File: src/rtl/icache_intc_bank_port.sv
// icache_intc_bank_port
// Per-bank port between the icache interconnect arbitration stage and one
// cache bank. Buffers granted requests in a small FIFO and issues them to the
// bank. It records the issued UIDs in order so each in-order bank read
// response returns as a registered pulse tagged with its requester's UID.
// The number of issued-but-unanswered bank transactions is bounded.
module icache_intc_bank_port #(
  parameter int unsigned ADDRESS_WIDTH   = 32,
  parameter int unsigned UID_WIDTH       = 17,
  parameter int unsigned DATA_WIDTH      = 32,
  parameter int unsigned REQ_DEPTH       = 2,
  parameter int unsigned MAX_OUTSTANDING = 4
) (
  input  logic                                 clk_i,
  input  logic                                 rst_ni,
  input  logic                                 request_i,
  input  logic [ADDRESS_WIDTH-1:0]             address_i,
  input  logic [UID_WIDTH-1:0]                 UID_i,
  output logic                                 grant_o,
  output logic                                 response_o,
  output logic [UID_WIDTH-1:0]                 response_UID_o,
  output logic [DATA_WIDTH-1:0]                response_data_o,
  output logic                                 bank_req_o,
  output logic [ADDRESS_WIDTH-1:0]             bank_addr_o,
  input  logic                                 bank_gnt_i,
  input  logic                                 bank_rvalid_i,
  input  logic [DATA_WIDTH-1:0]                bank_rdata_i,
  output logic [$clog2(MAX_OUTSTANDING+1)-1:0] outstanding_o,
  output logic                                 error_o
);

  localparam int unsigned REQ_PW = (REQ_DEPTH > 1) ? $clog2(REQ_DEPTH) : 1;
  localparam int unsigned REQ_CW = $clog2(REQ_DEPTH + 1);
  localparam int unsigned UID_PW = (MAX_OUTSTANDING > 1) ? $clog2(MAX_OUTSTANDING) : 1;
  localparam int unsigned OUT_W  = $clog2(MAX_OUTSTANDING + 1);

  typedef struct packed {
    logic [ADDRESS_WIDTH-1:0] addr;
    logic [UID_WIDTH-1:0]     uid;
  } req_t;

  // Request FIFO state
  req_t              req_mem [REQ_DEPTH];
  logic [REQ_PW-1:0] req_wr_ptr, req_rd_ptr;
  logic [REQ_CW-1:0] req_count;

  // UID FIFO state; its occupancy is the outstanding count itself
  logic [UID_WIDTH-1:0] uid_mem [MAX_OUTSTANDING];
  logic [UID_PW-1:0]    uid_wr_ptr, uid_rd_ptr;
  logic [OUT_W-1:0]     outstanding, out_next;

  logic req_full, req_empty, push, issue, retire, spurious;

  function automatic logic [REQ_PW-1:0] req_ptr_next(input logic [REQ_PW-1:0] p);
    return (p == REQ_PW'(REQ_DEPTH - 1)) ? '0 : p + 1'b1;
  endfunction

  function automatic logic [UID_PW-1:0] uid_ptr_next(input logic [UID_PW-1:0] p);
    return (p == UID_PW'(MAX_OUTSTANDING - 1)) ? '0 : p + 1'b1;
  endfunction

  assign req_full  = (req_count == REQ_CW'(REQ_DEPTH));
  assign req_empty = (req_count == '0);

  // grant depends only on registered occupancy: a same-cycle pop never opens it
  assign grant_o     = !req_full;
  assign push        = request_i & grant_o;
  assign bank_req_o  = !req_empty & (outstanding < OUT_W'(MAX_OUTSTANDING));
  assign bank_addr_o = req_mem[req_rd_ptr].addr;
  assign issue       = bank_req_o & bank_gnt_i;
  assign retire      = bank_rvalid_i & (outstanding != '0);
  assign spurious    = bank_rvalid_i & (outstanding == '0);

  assign outstanding_o = outstanding;

  // Request FIFO payload storage
  always_ff @(posedge clk_i) begin
    // NOTE: storage arrays have no reset; the occupancy counts guard every read.
    if (push) req_mem[req_wr_ptr] <= '{addr: address_i, uid: UID_i};
  end

  // Request FIFO pointers and occupancy
  always_ff @(posedge clk_i or negedge rst_ni) begin
    if (!rst_ni) begin
      // NOTE: state registers use non-blocking assignments so every register
      // samples pre-edge values regardless of block ordering.
      req_wr_ptr <= '0;
      req_rd_ptr <= '0;
      req_count  <= '0;
    end else begin
      if (push)  req_wr_ptr <= req_ptr_next(req_wr_ptr);
      if (issue) req_rd_ptr <= req_ptr_next(req_rd_ptr);
      case ({push, issue})
        2'b10:   req_count <= req_count + 1'b1;
        2'b01:   req_count <= req_count - 1'b1;
        default: req_count <= req_count;
      endcase
    end
  end

  // UID FIFO payload storage, written with the UID of each issued request
  always_ff @(posedge clk_i) begin
    if (issue) uid_mem[uid_wr_ptr] <= req_mem[req_rd_ptr].uid;
  end

  // Outstanding count moves only when exactly one of issue/retire happens
  always_comb begin
    // NOTE: default assigned first so every path drives it and no latch forms.
    out_next = outstanding;
    case ({issue, retire})
      2'b10:   out_next = outstanding + 1'b1;
      2'b01:   out_next = outstanding - 1'b1;
      default: out_next = outstanding;
    endcase
  end

  // UID FIFO pointers and outstanding counter
  always_ff @(posedge clk_i or negedge rst_ni) begin
    if (!rst_ni) begin
      uid_wr_ptr  <= '0;
      uid_rd_ptr  <= '0;
      outstanding <= '0;
    end else begin
      if (issue)  uid_wr_ptr <= uid_ptr_next(uid_wr_ptr);
      if (retire) uid_rd_ptr <= uid_ptr_next(uid_rd_ptr);
      outstanding <= out_next;
    end
  end

  // Registered response: one-cycle pulse, UID/data hold between pulses
  always_ff @(posedge clk_i or negedge rst_ni) begin
    if (!rst_ni) begin
      response_o      <= 1'b0;
      response_UID_o  <= '0;
      response_data_o <= '0;
    end else begin
      response_o <= retire;
      if (retire) begin
        response_UID_o  <= uid_mem[uid_rd_ptr];
        response_data_o <= bank_rdata_i;
      end
    end
  end

  // Sticky flag for a bank response that has no issued request to match
  always_ff @(posedge clk_i or negedge rst_ni) begin
    if (!rst_ni)       error_o <= 1'b0;
    else if (spurious) error_o <= 1'b1;
  end

endmodule

File: config.mk
export PLATFORM = sky130hd
export DESIGN_NAME = icache_intc_bank_port
export DESIGN_NICKNAME = d
export VERILOG_FILES = /design/src/rtl/icache_intc_bank_port.sv
export SDC_FILE = /design/constraint.sdc
export NUM_CORES = 1
export LEC_CHECK = 0
export BUFFER_PORTS_ARGS = -buffer_cell sky130_fd_sc_hd__buf_2
export CORE_MARGIN = 10
export CORE_UTILIZATION = 40
export CTS_BUF_LIST = sky130_fd_sc_hd__clkbuf_4
export CTS_CLUSTER_DIAMETER = 120
export DETAILED_ROUTE_END_ITERATION = 10
export GPL_TIMING_DRIVEN = 1
export SLEW_MARGIN = 20
export SYNTH_ARGS = -nofsm -noshare
export SYNTH_HDL_FRONTEND = slang
export SYNTH_SLANG_ARGS = --single-unit
File: constraint.sdc
create_clock -name clk_i -period 3.7 [get_ports clk_i]
set_input_delay 0.74 -clock clk_i [delete_from_list [all_inputs] [get_ports clk_i]]
set_output_delay 0.74 -clock clk_i [all_outputs]
set_load 0.005 [all_outputs]
==> out/summary.json <==
{
  "path_class": {"value": "flop to output port"},
  "remaining_drc_errors": {"value": 0},
  "finish.instance_area": {"value": 10500, "unit": "µm²"},
  "cts.repair_timing.setup_buffer_count": {"value": 0},
  "async_flop_share": {"value": 0.272},
  "drv.max_cap_violation_count": {"value": 0},
  "netlist_instances": {"value": 406},
  "share_of_post_route_cells_with_drive_strength_above_1": {"value": 0.572},
  "route.detailed.wl_per_inst": {"value": 16.6, "unit": "µm"},
  "min_path_type": {"value": "primary input to flop"},
  "worst_pin_slew": {"value": 0.939, "unit": "ns"},
  "initialDrtViolationCount": {"value": 127},
  "drt_wl_total": {"value": 15900, "unit": "µm"},
  "final_gp_congestion": {"value": 0.696},
  "ys_top_cells_by_area": {"value": "sky130_fd_sc_hd__edfxtp_1 59%, sky130_fd_sc_hd__dfrtp_1 18%, sky130_fd_sc_hd__mux2_2 13%"},
  "synth-edff-count": {"value": 166},
  "clk_transition_reported_paths": {"value": 0.07, "unit": "ns"},
  "post_synth_instance_area": {"value": 8510, "unit": "µm²"},
  "total_leakage_power": {"value": 4.15, "unit": "nW"},
  "drtAntennaViolNets": {"value": 0},
  "synthFlopType": {"value": "sky130_fd_sc_hd__edfxtp_1"},
  "layout.filler_cells": {"value": 1814},
  "non_filler_cells_final": {"value": 958},
  "min_path_cells": {"value": 1},
  "post_synth_most_frequent_cells": {"value": "166 x sky130_fd_sc_hd__edfxtp_1, 95 x sky130_fd_sc_hd__mux2_2, 62 x sky130_fd_sc_hd__dfrtp_1, 11 x sky130_fd_sc_hd__mux4_2"},
  "fin_crit_sh": {"value": 0.761},
  "dieHeight": {"value": 166, "unit": "µm"},
  "max_slew_margin": {"value": 0.374},
  "ys_ff_latch": {"value": 228},
  "power_density": {"value": 765, "unit": "nW/µm²"},
  "worstPathMaxFanout": {"value": 34},
  "hold_ws": {"value": 0.294, "unit": "ns"},
  "vias_per_instance": {"value": 4.58},
  "max-clock-path-buffers": {"value": 3},
  "outcome": {"value": "complete, no violations"},
  "core_area": {"value": 21000, "unit": "µm²"},
  "synth.distinct_cells": {"value": 27},
  "globalRouteOverflowTotal": {"value": 0},
  "setup.worst_path.start_class": {"value": "flop"},
  "die_width": {"value": 166, "unit": "µm"},
  "clkLatencyLatePin": {"value": 0.64, "unit": "ns"},
  "cts_sinks": {"value": 228},
  "grt.total_usage": {"value": 0.115},
  "rows": {"value": 53},
  "fin_max_slew_vios": {"value": 0},
  "post_route_setup_slack": {"value": 0.886, "unit": "ns"},
  "worst_r2r_path_depth": {"value": 2},
  "synth_sequential_area_ratio": {"value": 0.768},
  "cts_resized": {"value": 0},
  "clock-skew-final": {"value": 0.0250, "unit": "ns"},
  "yosys.area.top_type": {"value": "sky130_fd_sc_hd__edfxtp_1"},
  "area_growth_syn_to_layout": {"value": 22.9, "unit": "%"},
  "setup_tns": {"value": 0, "unit": "ns"},
  "reg2reg_slack": {"value": 1.73, "unit": "ns"},
  "fmax": {"value": 355, "unit": "MHz"},
  "final_nets": {"value": 724},
  "worst_ep_required_time": {"value": 2.96, "unit": "ns"},
  "syn_area_per_cell": {"value": 21.0, "unit": "µm²"},
  "finalSetupViolCount": {"value": 0},
  "timing.critical_path.to_type": {"value": "output port"},
  "start_util": {"value": 0.406},
  "dpl-instance-area": {"value": 9670, "unit": "µm²"},
  "hpwl": {"value": 10600, "unit": "µm"},
  "placed_cells_incl_taps": {"value": 843},
  "synth.most_common_cell": {"value": "sky130_fd_sc_hd__edfxtp_1"},
  "cts-buffers-inserted": {"value": 59},
  "synthesis.yosys.warnings": {"value": 0},
  "worst_ep_arrival_time": {"value": 2.07, "unit": "ns"},
  "antenna_found_initial": {"value": 6},
  "place_worst_setup_slack": {"value": 1.48, "unit": "ns"},
  "grt_pass1_vias": {"value": 4929},
  "setup_repair_after_global_routing_missed_its_margin": {"value": "false"},
  "cts_root_buffer": {"value": "sky130_fd_sc_hd__clkbuf_4"},
  "global_route_wire_length_before_repair": {"value": 25800, "unit": "µm"},
  "netlist.area_leader.share": {"value": 0.586},
  "first_pass_iters": {"value": 6},
  "num_io_pins": {"value": 174},
  "timing.final.crit_period": {"value": 2.81, "unit": "ns"},
  "max-vdd-ir-drop": {"value": 0.342, "unit": "mV"},
  "htree_levels": {"value": 2},
  "dr_total_vias": {"value": 4392},
  "die-area": {"value": 27500, "unit": "µm²"},
  "timing.final.hold_violations": {"value": 0},
  "cts.hold.buffers_added": {"value": 1},
  "port_buffers": {"value": 173},
  "clock_tree_from_tritoncts": {"value": "done"},
  "grt_max_degree": {"value": 53},
  "synth_fp_nets": {"value": 500}
}
cell usage in the layout (no fill, tap or decap), drive strengths merged, types with 3 or more instances in the layout:
cell type,synthesis,routed
xor2,3,3
edfxtp,166,166
inv,7,7
xnor2,5,5
mux2,99,99
nor2,4,4
diode,0,5
mux4,17,17
clkbuf,6,96
dfrtp,62,62
ha,7,7
buf,10,178
clkinv,0,13
and3,5,5
logic make-up (layout without fill, tap and decap cells):
group | count (synthesis) | in the layout | synth area share
compound gates | 6 | 6 | 0.00662
xor+xnor | 8 | 8 | 0.00823
fa+ha+maj | 8 | 8 | 0.0126
buf+inv | 23 | 295 | 0.0153
flops | 228 | 228 | 0.768
mux | 117 | 117 | 0.180
other cells | 0 | 5 | 0
simple gates | 16 | 16 | 0.00941
critical path: stages (launching register included):
cell and delay [ns]:
sky130_fd_sc_hd__dfrtp_2 0.87, sky130_fd_sc_hd__mux2_2 0.42, sky130_fd_sc_hd__buf_2 0.14
layout make-up:
cell class                 count  area, µm²  share of cell area
sequential                   228       6540               0.625
multi-input combinational    155       1860               0.177
timing repair buffer         179        913              0.0873
clock buffer                  96        721              0.0689
tap                          275        344              0.0329
clock inverter                13       52.6             0.00502
inverter                       7       26.3             0.00251
antenna                        5       12.5             0.00120
power breakdown:
group / internal (W) / leakage (nW) / switching (W)
sequential: 0.00354 / 2.25 / 0.000332
combinational: 0.00108 / 1.43 / 0.000958
clock: 0.00117 / 0.469 / 0.000937
final timing paths:
path                                        from                  to
min in group asynchronous                 rst_ni        req_count[1]
worst max register to register  outstanding_o[2]      uid_mem[3][15]
max in group asynchronous                 rst_ni  response_data_o[6]
worst min register to register           error_o             error_o
worst min-delay path                   UID_i[12]      req_mem[1][12]
worst max-delay path                  req_rd_ptr      bank_addr_o[4]
per-layer routing:
metal	global-route usage	part of all wire	up-vias
met4	0.0455	0.017	4
met5	0	0.0017	-
met3	0.0665	0.11	27
met1	0.130	0.41	2107
met2	0.176	0.46	172
li1	-	-	2082
registers in the layout, indices dropped and copies added (netlist names):
signal / count
uid_wr_ptr: 2
response_UID_o: 17
req_count: 2
response_o: 1
req_wr_ptr: 1
response_data_o: 32
uid_rd_ptr: 2
error_o: 1
uid_mem: 68
req_rd_ptr: 1
outstanding_o: 3
req_mem: 98
stage by stage:
stage,utilization,total power (W)
3_3_place_gp,0.461,0.00594
4_1_cts,0.499,0.00821
6_report,0.499,0.00801
2_1_floorplan,-,0.00521
5_1_grt,0.499,0.00859
3_5_place_dp,0.461,0.00604
(Power assumes the default switching activity.)
